===== src/rtl/pipe_hazard_ctrl_if.sv =====
// Hazard-control bundle between the TinyRISC-V pipeline (slave) and pipe_hazard_ctrl (master).
// Also supplies default widths for REG_ADDR_WIDTH / RV32_ADDR_WIDTH when the core does not.
`ifndef REG_ADDR_WIDTH
`define REG_ADDR_WIDTH 5
`endif
`ifndef RV32_ADDR_WIDTH
`define RV32_ADDR_WIDTH 32
`endif

interface pipe_hazard_ctrl_if;
  logic [`REG_ADDR_WIDTH-1:0]  id_rs1_addr_i;
  logic                        id_rs1_rd_en_i;
  logic [`REG_ADDR_WIDTH-1:0]  id_rs2_addr_i;
  logic                        id_rs2_rd_en_i;
  logic [`REG_ADDR_WIDTH-1:0]  ex_rd_addr_i;
  logic                        ex_is_load_i;
  logic                        ex_jump_i;
  logic [`RV32_ADDR_WIDTH-1:0] ex_jump_addr_i;
  logic                        muldiv_start_i;
  logic                        muldiv_done_i;
  logic                        pc_stall_o;
  logic                        if_id_stall_o;
  logic                        id_ex_stall_o;
  logic                        if_id_flush_o;
  logic                        id_ex_flush_o;
  logic                        pc_jump_o;
  logic [`RV32_ADDR_WIDTH-1:0] pc_jump_addr_o;
  logic                        muldiv_timeout_o;

  modport master (
    input  id_rs1_addr_i, id_rs1_rd_en_i, id_rs2_addr_i, id_rs2_rd_en_i,
    input  ex_rd_addr_i, ex_is_load_i, ex_jump_i, ex_jump_addr_i,
    input  muldiv_start_i, muldiv_done_i,
    output pc_stall_o, if_id_stall_o, id_ex_stall_o, if_id_flush_o, id_ex_flush_o,
    output pc_jump_o, pc_jump_addr_o, muldiv_timeout_o
  );

  modport slave (
    output id_rs1_addr_i, id_rs1_rd_en_i, id_rs2_addr_i, id_rs2_rd_en_i,
    output ex_rd_addr_i, ex_is_load_i, ex_jump_i, ex_jump_addr_i,
    output muldiv_start_i, muldiv_done_i,
    input  pc_stall_o, if_id_stall_o, id_ex_stall_o, if_id_flush_o, id_ex_flush_o,
    input  pc_jump_o, pc_jump_addr_o, muldiv_timeout_o
  );
endinterface


===== src/rtl/pipe_hazard_ctrl.sv =====
// Stall/flush sequencing for jumps, multi-cycle mul/div (with watchdog) and load-use hazards.
// Optional saturating stall-cycle counter on stall_cnt_o when PIPE_STALL_CNT_EN is defined.
`ifndef REG_ADDR_WIDTH
`define REG_ADDR_WIDTH 5
`endif
`ifndef RV32_ADDR_WIDTH
`define RV32_ADDR_WIDTH 32
`endif

module pipe_hazard_ctrl #(
  parameter int unsigned MULDIV_TIMEOUT = 64
) (
  input  logic               clk,
  input  logic               rst,
`ifdef PIPE_STALL_CNT_EN
  output logic [31:0]        stall_cnt_o,
`endif
  pipe_hazard_ctrl_if.master bus_io
);

  typedef enum logic {RUN, MULDIV_WAIT} state_e;

  localparam logic [7:0] WAIT_LIMIT = 8'(MULDIV_TIMEOUT - 1);

  state_e     state_q, state_d;
  logic [7:0] wait_cnt_q, wait_cnt_d;
  logic       load_use;

  assign load_use = bus_io.ex_is_load_i && (bus_io.ex_rd_addr_i != '0) &&
                    ((bus_io.id_rs1_rd_en_i && (bus_io.id_rs1_addr_i == bus_io.ex_rd_addr_i)) ||
                     (bus_io.id_rs2_rd_en_i && (bus_io.id_rs2_addr_i == bus_io.ex_rd_addr_i)));

  always_comb begin
    state_d                 = state_q;
    wait_cnt_d              = wait_cnt_q;
    bus_io.pc_stall_o       = 1'b0;
    bus_io.if_id_stall_o    = 1'b0;
    bus_io.id_ex_stall_o    = 1'b0;
    bus_io.if_id_flush_o    = 1'b0;
    bus_io.id_ex_flush_o    = 1'b0;
    bus_io.pc_jump_o        = 1'b0;
    bus_io.pc_jump_addr_o   = '0;
    bus_io.muldiv_timeout_o = 1'b0;
    if (rst) begin
      // Hold both buffers as NOPs while in reset
      bus_io.if_id_flush_o = 1'b1;
      bus_io.id_ex_flush_o = 1'b1;
      state_d              = RUN;
      wait_cnt_d           = '0;
    end else begin
      case (state_q)
        RUN: begin
          if (bus_io.ex_jump_i) begin
            bus_io.pc_jump_o      = 1'b1;
            bus_io.pc_jump_addr_o = bus_io.ex_jump_addr_i;
            bus_io.if_id_flush_o  = 1'b1;
            bus_io.id_ex_flush_o  = 1'b1;
          end else if (bus_io.muldiv_start_i && !bus_io.muldiv_done_i) begin
            bus_io.pc_stall_o    = 1'b1;
            bus_io.if_id_stall_o = 1'b1;
            bus_io.id_ex_stall_o = 1'b1;
            state_d              = MULDIV_WAIT;
            wait_cnt_d           = 8'd1;
          end else if (bus_io.muldiv_start_i) begin
            state_d = RUN;
          end else if (load_use) begin
            bus_io.pc_stall_o    = 1'b1;
            bus_io.if_id_stall_o = 1'b1;
            bus_io.id_ex_flush_o = 1'b1;
          end
        end
        MULDIV_WAIT: begin
          if (bus_io.muldiv_done_i) begin
            state_d    = RUN;
            wait_cnt_d = '0;
          end else if (wait_cnt_q == WAIT_LIMIT) begin
            // Watchdog: drop the stuck EX instruction and resume
            bus_io.muldiv_timeout_o = 1'b1;
            bus_io.id_ex_flush_o    = 1'b1;
            state_d                 = RUN;
            wait_cnt_d              = '0;
          end else begin
            bus_io.pc_stall_o    = 1'b1;
            bus_io.if_id_stall_o = 1'b1;
            bus_io.id_ex_stall_o = 1'b1;
            wait_cnt_d           = wait_cnt_q + 8'd1;
          end
        end
        default: begin
          state_d    = RUN;
          wait_cnt_d = '0;
        end
      endcase
    end
  end

  always_ff @(posedge clk) begin
    if (rst) begin
      state_q    <= RUN;
      wait_cnt_q <= '0;
    end else begin
      state_q    <= state_d;
      wait_cnt_q <= wait_cnt_d;
    end
  end

`ifdef PIPE_STALL_CNT_EN
  logic [31:0] stall_cnt_q;

  always_ff @(posedge clk) begin
    if (rst) begin
      stall_cnt_q <= '0;
    end else if (bus_io.pc_stall_o && (stall_cnt_q != 32'hFFFF_FFFF)) begin
      stall_cnt_q <= stall_cnt_q + 32'd1;
    end
  end

  assign stall_cnt_o = stall_cnt_q;
`endif

endmodule


===== src/flat_wrapper.sv =====
// flat-port wrapper written by rule: the top's interface ports become plain ports
module pipe_hazard_ctrl_flat 
#(
  parameter int unsigned MULDIV_TIMEOUT = 64
)
  (clk, rst, bus_io_id_rs1_addr_i, bus_io_id_rs1_rd_en_i, bus_io_id_rs2_addr_i, bus_io_id_rs2_rd_en_i, bus_io_ex_rd_addr_i, bus_io_ex_is_load_i, bus_io_ex_jump_i, bus_io_ex_jump_addr_i, bus_io_muldiv_start_i, bus_io_muldiv_done_i, bus_io_pc_stall_o, bus_io_if_id_stall_o, bus_io_id_ex_stall_o, bus_io_if_id_flush_o, bus_io_id_ex_flush_o, bus_io_pc_jump_o, bus_io_pc_jump_addr_o, bus_io_muldiv_timeout_o);
  pipe_hazard_ctrl_if bus_io_i ();
  input  logic clk;
  input  logic rst;
  input wire logic [$bits(bus_io_i.id_rs1_addr_i)-1:0] bus_io_id_rs1_addr_i;
  input wire logic [$bits(bus_io_i.id_rs1_rd_en_i)-1:0] bus_io_id_rs1_rd_en_i;
  input wire logic [$bits(bus_io_i.id_rs2_addr_i)-1:0] bus_io_id_rs2_addr_i;
  input wire logic [$bits(bus_io_i.id_rs2_rd_en_i)-1:0] bus_io_id_rs2_rd_en_i;
  input wire logic [$bits(bus_io_i.ex_rd_addr_i)-1:0] bus_io_ex_rd_addr_i;
  input wire logic [$bits(bus_io_i.ex_is_load_i)-1:0] bus_io_ex_is_load_i;
  input wire logic [$bits(bus_io_i.ex_jump_i)-1:0] bus_io_ex_jump_i;
  input wire logic [$bits(bus_io_i.ex_jump_addr_i)-1:0] bus_io_ex_jump_addr_i;
  input wire logic [$bits(bus_io_i.muldiv_start_i)-1:0] bus_io_muldiv_start_i;
  input wire logic [$bits(bus_io_i.muldiv_done_i)-1:0] bus_io_muldiv_done_i;
  output wire logic [$bits(bus_io_i.pc_stall_o)-1:0] bus_io_pc_stall_o;
  output wire logic [$bits(bus_io_i.if_id_stall_o)-1:0] bus_io_if_id_stall_o;
  output wire logic [$bits(bus_io_i.id_ex_stall_o)-1:0] bus_io_id_ex_stall_o;
  output wire logic [$bits(bus_io_i.if_id_flush_o)-1:0] bus_io_if_id_flush_o;
  output wire logic [$bits(bus_io_i.id_ex_flush_o)-1:0] bus_io_id_ex_flush_o;
  output wire logic [$bits(bus_io_i.pc_jump_o)-1:0] bus_io_pc_jump_o;
  output wire logic [$bits(bus_io_i.pc_jump_addr_o)-1:0] bus_io_pc_jump_addr_o;
  output wire logic [$bits(bus_io_i.muldiv_timeout_o)-1:0] bus_io_muldiv_timeout_o;
  assign bus_io_i.id_rs1_addr_i = bus_io_id_rs1_addr_i;
  assign bus_io_i.id_rs1_rd_en_i = bus_io_id_rs1_rd_en_i;
  assign bus_io_i.id_rs2_addr_i = bus_io_id_rs2_addr_i;
  assign bus_io_i.id_rs2_rd_en_i = bus_io_id_rs2_rd_en_i;
  assign bus_io_i.ex_rd_addr_i = bus_io_ex_rd_addr_i;
  assign bus_io_i.ex_is_load_i = bus_io_ex_is_load_i;
  assign bus_io_i.ex_jump_i = bus_io_ex_jump_i;
  assign bus_io_i.ex_jump_addr_i = bus_io_ex_jump_addr_i;
  assign bus_io_i.muldiv_start_i = bus_io_muldiv_start_i;
  assign bus_io_i.muldiv_done_i = bus_io_muldiv_done_i;
  assign bus_io_pc_stall_o = bus_io_i.pc_stall_o;
  assign bus_io_if_id_stall_o = bus_io_i.if_id_stall_o;
  assign bus_io_id_ex_stall_o = bus_io_i.id_ex_stall_o;
  assign bus_io_if_id_flush_o = bus_io_i.if_id_flush_o;
  assign bus_io_id_ex_flush_o = bus_io_i.id_ex_flush_o;
  assign bus_io_pc_jump_o = bus_io_i.pc_jump_o;
  assign bus_io_pc_jump_addr_o = bus_io_i.pc_jump_addr_o;
  assign bus_io_muldiv_timeout_o = bus_io_i.muldiv_timeout_o;
  pipe_hazard_ctrl #(.MULDIV_TIMEOUT(MULDIV_TIMEOUT)) u_core (.clk(clk), .rst(rst), .bus_io(bus_io_i));
endmodule

===== config.mk =====
export PLATFORM = sky130hd
export DESIGN_NAME = pipe_hazard_ctrl_flat
export DESIGN_NICKNAME = d
export VERILOG_FILES = /design/src/rtl/pipe_hazard_ctrl_if.sv /design/src/rtl/pipe_hazard_ctrl.sv /design/src/flat_wrapper.sv
export SDC_FILE = /design/constraint.sdc
export NUM_CORES = 1
export LEC_CHECK = 0
export BUFFER_PORTS_ARGS = -buffer_cell sky130_fd_sc_hd__buf_2
export CORE_AREA = 2 2 55 57
export CTS_CLUSTER_SIZE = 10
export DETAILED_ROUTE_END_ITERATION = 8
export DIE_AREA = 0 0 57 59
export PLACE_DENSITY_LB_ADDON = 0.3
export SETUP_SLACK_MARGIN = 0.02
export SKIP_LAST_GASP = 1
export SLEW_MARGIN = 15
export SYNTH_ARGS = -nofsm -noshare
export SYNTH_HDL_FRONTEND = slang
export SYNTH_SLANG_ARGS = --single-unit

===== constraint.sdc =====
create_clock -name clk -period 2.1 [get_ports clk]
set_clock_uncertainty 0.05 [all_clocks]
set_input_delay 0.315 -clock clk [delete_from_list [all_inputs] [get_ports clk]]
set_output_delay 0.315 -clock clk [all_outputs]
set_load 0.01 [all_outputs]

==> impl_metrics.yaml, run 1 <==
yosys:
  syn_nets: 178
  synth-seq-area-share: 0.197
  syn_inst: 122
  post_synth_num_cell_types: 38
  synth_warnings: 0
  ys_ff_latch: 9
  postSynthAreaPerCell_um2: 7.50
  syn_area_um2: 915
grt:
  grt_use_total: 0.157
  grt-ovfl-total: 0
  grt_pass1_vias: 1041
  grt_start_max_net_pins: 34
  antenna_found_initial: 0
  grt_pass1_wl_um: 4280
timing:
  tns_ps: 0
  fin_crit_sh: 0.955
  slew_viol_final: 0
  relSlewSlack: 0.779
  grt_setup_unrepaired: "no"
  hold_viol: 0
  fmax_mhz: 499
  setup_viol: 0
  tightestPinTransition_ps: 331
  finalCriticalPeriod_ps: 2010
route:
  drt_wl_total_um: 2730
  wire_per_inst_um: 11.0
  vias: 1150
  postRouteAntennaNets: 0
  dr.first_iter.drc_count: 33
  vias_per_cell: 4.66
  drc_errors: 0
  first_pass_iters: 4
floorplan:
  dieArea_mm2: 0.00336
  io_pins: 94
  die_x_um: 57
  initial_utilization: 0.337
  fp.coreArea_mm2: 0.00271
  die_h_um: 59
  rows: 19
worst_hold_path:
  hold_depth: 2
  hold_start: "rst"
  min_path_type: "in2reg"
  holdPathEnd: "u_core.wait_cnt_q[1]"
layout:
  multi_input_area_um2: 716
  drive_above_1_share: 0.505
  fillers: 285
  area_growth_pct: 60.1
  fin_area_mm2: 0.00146
  seq_area_um2: 188
  antenna_cells: 0
  final_nets: 273
cts:
  clkSinkCount: 9
  cts_tree: "done"
  htree_num_levels: 1
  clk_path_buf_depth: 2
  cts-root-buf: "clkbuf_4"
  clkTransAtPathRegs_ps: 60
  tritoncts.num_buffers: 3
  insertion_delay_ps: 260
power:
  max-vdd-ir-drop_mv: 0.353
  p_leak_nw: 0.758
  p_per_area_mw_per_mm2: 336
critical_path:
  slowest_stage: "dfxtp_4"
  end_kind: "output port"
  critPathKind: "reg2out"
  crit_chain: "ha_4, and3_4, a21oi_2, o211a_1, o21bai_1, buf_2"
  arrival_ps: 1640
  ff2ff_setup_slack_ps: 650
  critPathMaxStageDelay_ps: 380
  crit_required_ps: 1740
  r2r_cells: 5
  r2r_start: "u_core.wait_cnt_q[0]"
  r2r-end: "u_core.wait_cnt_q[3]"
  startpoint_type: "register"
  worst-path-max-fanout: 5
place:
  dpl_cell_area_mm2: 0.00140
  placement.io_buffers: 93
  dp_hpwl_um: 2200
  place_congestion: 0.817
outcome:
  outcome: "finished, final reports clean"
run:
  drv_cap: 0
==> stage by stage <==
| stage | setup WS, ps | total power, W | util | cells | hold WS [ps] |
|---|---|---|---|---|---|
| 6_report | 94.3 | 0.000492 | 0.540 | 247 | 327 |
| 5_1_grt | 16.5 | 0.000528 | 0.540 | 247 | 314 |
| 4_1_cts | 23.6 | 0.000500 | 0.532 | 247 | 309 |
| 3_5_place_dp | 172 | 0.000359 | 0.518 | 243 | 459 |
| 3_3_place_gp | 212 | 0.000359 | 0.518 | 243 | 457 |
| 2_1_floorplan | 141 | 0.000269 | - | 122 | 418 |
==> worst max path at each step <==
stage	startpoint	to	slack, ps	cells past startpoint
floorplan	u_core.wait_cnt_q[0]	bus_io_pc_stall_o	140	6
global placement	u_core.wait_cnt_q[0]	bus_io_pc_stall_o	210	6
detailed placement	u_core.wait_cnt_q[0]	bus_io_if_id_stall_o	170	6
CTS	u_core.wait_cnt_q[0]	bus_io_pc_stall_o	20	6
global route	u_core.wait_cnt_q[0]	bus_io_if_id_stall_o	20	6
finish	u_core.wait_cnt_q[0]	bus_io_pc_stall_o	90	6
==> repair_timing <==
item	CTS	global route
buffers inserted	0	0
setup endpoints to repair	3	3
hold buffers	0	0
gates resized for setup	5	4
==> area by class of cell <==
cell class              count  share of cell area
clock buffers               4              0.0179
inverters                   4              0.0103
multi-input cells         104               0.489
flip-flops and latches      9               0.128
well taps                  31              0.0265
repair buffers             95               0.328
==> placed cells by master (no fill, tap or decap), types with 2 or more instances in the layout <==
cell type / synthesis / routed
dfxtp_1: 9 / 7
inv_1: 4 / 4
a311oi_1: 2 / 2
and2_1: 32 / 32
xnor2_1: 2 / 2
xor2_1: 8 / 8
buf_4: 1 / 2
o21ai_0: 4 / 4
a21oi_1: 8 / 7
nand2_1: 8 / 8
and3_1: 2 / 2
nor2_1: 6 / 6
clkbuf_4: 0 / 3
nor4_1: 3 / 2
dfxtp_4: 0 / 2
nand3_1: 3 / 3
buf_2: 0 / 93
nor3_1: 2 / 2
nand2b_1: 4 / 4
==> critical path: cells and delay by family (launching register included) <==
kind            cells  cell delay (ps)
buf+inv             1              150
simple gates        1              230
flops               1              380
fa+ha+maj           1              150
compound gates      3              480
==> registers in the layout, indices dropped and copies added, names as in the netlist <==
name,flops
u_core.state_q,1
u_core.wait_cnt_q,8
==> cell families after synthesis <==
| family | synth area share |
|---|---|
| XOR/XNOR | 0.0958 |
| flip-flops | 0.197 |
| AND/OR/NAND/NOR | 0.413 |
| AO/OA/AOI/OAI | 0.231 |
| adder cells (fa/ha/maj) | 0.0137 |
| buffers and inverters | 0.0492 |
==> report_power, final <==
group          leakage, nW  switching [W]  internal (W)  total (W)
Clock               0.0150      0.0000630     0.0000734   0.000136
Combinational        0.669      0.0000864     0.0000918   0.000178
Sequential          0.0743     0.00000448      0.000173   0.000177
==> metal layers <==
layer / track usage / vias to the layer above / routed length [um] / part of all wire
met3: 0.0568 / 4 / 249 / 0.091
met4: 0.0498 / 0 / 31 / 0.011
met5: 0 / - / 0 / 0
li1: - / 617 / - / -
met1: 0.184 / 470 / 1120 / 0.41
met2: 0.269 / 59 / 1320 / 0.49
==> cells in the mapped netlist (all sizes together) <==
cell type,number,area [um^2]
a211oi,1,7.51
and4bb,1,16.3
clkbuf,3,11.3
or3,1,6.26
xor2,8,70.1
a32oi,1,8.76
a31oi,1,6.26
o21a,1,7.51
dfxtp,9,180
inv,4,15.0
a41oi,2,25.0
o2111ai,1,8.76
nor3,2,10.0
a21oi,9,56.3
and2,33,206
o21ai,6,33.8
o211a,1,10.0
nand3b,1,7.51
and3,3,20.0
buf,2,18.8
o21bai,1,7.51
nor4,3,18.8
ha,1,12.5
xnor2,2,17.5
a311oi,3,32.5
a22oi,1,7.51
nand2,8,30.0
nor2,6,22.5
nand3,3,15.0
nand2b,4,25.0
Power figures use the tool's default switching activity.
==> run 2, diff against run 1 <==
Settings changed: ABC_AREA set to 1, CELL_PAD_IN_SITES_DETAIL_PLACEMENT set to 2, CELL_PAD_IN_SITES_GLOBAL_PLACEMENT set to 2, CORE_AREA 2 2 55 57 to 2 2 87 89, DIE_AREA 0 0 57 59 to 0 0 89 91.
==> run 2 against run 1 <==
Net effect: synthesized cell count is 75% higher; final area up 18%; highest routed layer unchanged; critical endpoint is now bus_io_pc_jump_addr_o[23]; register-to-register slack improved by 70 ps; power is 22% higher; sequential power hardly changed; via count increased by 40%; largest cell class unchanged.
==> impl_metrics.yaml, run 2 <==
route:
  dr.first_iter.drc_count: 13
  postRouteAntennaNets: 0
  drt_wl_total_um: 4400
  first_pass_iters: 4
  wire_per_inst_um: 10.9
  drc_errors: 0
  vias: 1611
  vias_per_cell: 3.98
timing:
  tightestPinTransition_ps: 277
  relSlewSlack: 0.815
  finalCriticalPeriod_ps: 1880
  finalWorstSetupSlack_ps: 215
  setup_viol: 0
  tns_ps: 0
  hold_viol: 0
  fmax_mhz: 531
  grt_setup_unrepaired: "no"
  fin_crit_sh: 0.898
  slew_viol_final: 0
yosys:
  synth_top_area_share: 0.185
  synth_edf_count: 0
  synth_ff_type: "dfxtp_1"
  syn_inst: 214
  synthTopCellsByArea: "nand2_1 19%, inv_1 18%, dfxtp_1 16%"
  ys_ff_latch: 9
  synth-seq-area-share: 0.162
  synth_warnings: 0
  post_synth_num_cell_types: 24
  syn_area_mm2: 0.00111
  synth_commonest_cells: "55 x nand2_1, 52 x inv_1, 36 x nor2_1, 12 x nor2_2, 11 x nand3_1"
  yosysMostFrequentCell: "nand2_1"
  postSynthAreaPerCell_um2: 5.20
  synthArstFlopShare: 0
  syn_nets: 270
  yosys.area.top_type: "nand2_1"
power:
  p_leak_nw: 1.08
  max-vdd-ir-drop_mv: 0.129
  total_power_w: 0.000602
  p_per_area_mw_per_mm2: 348
floorplan:
  io_pins: 94
  die_h_um: 91
  fp.coreArea_mm2: 0.00714
  dieArea_mm2: 0.00810
  rows: 31
  initial_utilization: 0.156
  die_x_um: 89
cts:
  cts-root-buf: "clkbuf_8"
  holdBufCountCts: 0
  post_cts_resized: 0
  clkTransAtPathRegs_ps: 50
  tritoncts.num_buffers: 3
  clkSinkCount: 9
  htree_num_levels: 1
  post_cts_buffers: 0
  cts_tree: "done"
  insertion_delay_ps: 240
  clk_path_buf_depth: 2
outcome:
  outcome: "finished, final reports clean"
layout:
  final_common_cell: "buf_2"
  finalNonFillerCells: 405
  final_nets: 363
  max_flop_register: "u_core.wait_cnt_q"
  antenna_cells: 0
  largest_reg_flops: 8
  reg_top3: "u_core.wait_cnt_q: 8 flops, u_core.state_q: 1 flops"
  final_cell_mix: "93 x buf_2, 55 x nand2_1, 52 x inv_1, 36 x nor2_1"
  area_growth_pct: 55.2
  drive_above_1_share: 0.418
place:
  dp_hpwl_um: 3860
  place_congestion: 0.686
  placement.io_buffers: 93
  place_inst: 401
  dpl_worst_slack_ps: 350
grt:
  use_met1: 0.122
  grt_start_max_net_pins: 21
  busiest_layer: "met2"
  grt_pass1_wl_um: 7010
  use_met2: 0.195
  antenna_found_initial: 0
  grt_use_total: 0.109
  grt-ovfl-total: 0
  use_met3: 0.0182
  grt_pass1_vias: 1646
critical_path:
  crit_required_ps: 1740
  startpoint_type: "register"
  critPathKind: "reg2out"
  end_kind: "output port"
  critPathMaxStageDelay_ps: 370
  worst-path-max-fanout: 20
  arrival_ps: 1520
  crit_chain: "inv_2, nand2_1, nor2_2, inv_4, buf_12, nor2_1, buf_2"
  startpoint: "u_core.state_q"
  slowest_stage: "dfxtp_1"
  r2r_start: "u_core.wait_cnt_q[0]"
run:
  drv_cap: 0
worst_hold_path:
  hold_start: "rst"
  min_path_type: "in2reg"
==> run 2: cell count changes after synthesis, sizes merged, moves of 3 or more <==
cell,before,now
a311oi,3,0
and2,33,0
and3,3,0
buf,2,6
clkbuf,3,0
inv,4,58
nand2,8,56
nand2b,4,0
nand3,3,12
nand4,0,4
nor2,6,48
nor4,3,0
o21ai,6,3
xor2,8,0
==> run 2: stage by stage <==
step	util	instance area, um^2	hold WS [ps]
CTS	0.240	1710	364
global placement	0.233	1670	420
finish	0.242	1730	359
global route	0.242	1730	386
detailed placement	0.233	1670	437
floorplan	-	1110	408
==> run 2: critical path, delay by kind of cell, from the launching register on <==
kind          cells  cell delay [ps]
buf+inv           4              540
flops             1              370
simple gates      3              360
==> run 2: worst paths after layout <==
check                               to  slack [ps]  cells past startpoint
min reg2reg       u_core.wait_cnt_q[1]         440                      2
min               u_core.wait_cnt_q[1]         360                      2
max reg2reg       u_core.wait_cnt_q[6]         720                      7
max          bus_io_pc_jump_addr_o[23]         220                      7
==> run 2: metal layers <==
metal | wire (um) | part of all wire
met4 | 89 | 0.020
met1 | 1850 | 0.42
met3 | 478 | 0.11
met2 | 1980 | 0.45
met5 | 0 | 0
==> run 2: area by class of cell <==
class,count,area (um^2)
well taps,99,124
multi-input cells,140,668
fillers,956,5410
flip-flops and latches,9,180
inverters,59,225
clock buffers,4,45.0
repair buffers,94,485
==> run 2: report_power, final <==
part / internal, W / switching (W)
Clock: 0.000133 / 0.0000822
Combinational: 0.0000911 / 0.000118
Sequential: 0.000174 / 0.00000318
Total: 0.000398 / 0.000203
==> run 2: logic make-up (layout without fill, tap and decap cells) <==
kind of cell,after synthesis,after routing,share of synthesized area
adders and majority gates,1,1,0.0112
DFF,9,9,0.162
AOI/OAI and AO/OA,14,14,0.0730
and+or+nand+nor,125,125,0.502
buffers and inverters,65,157,0.252
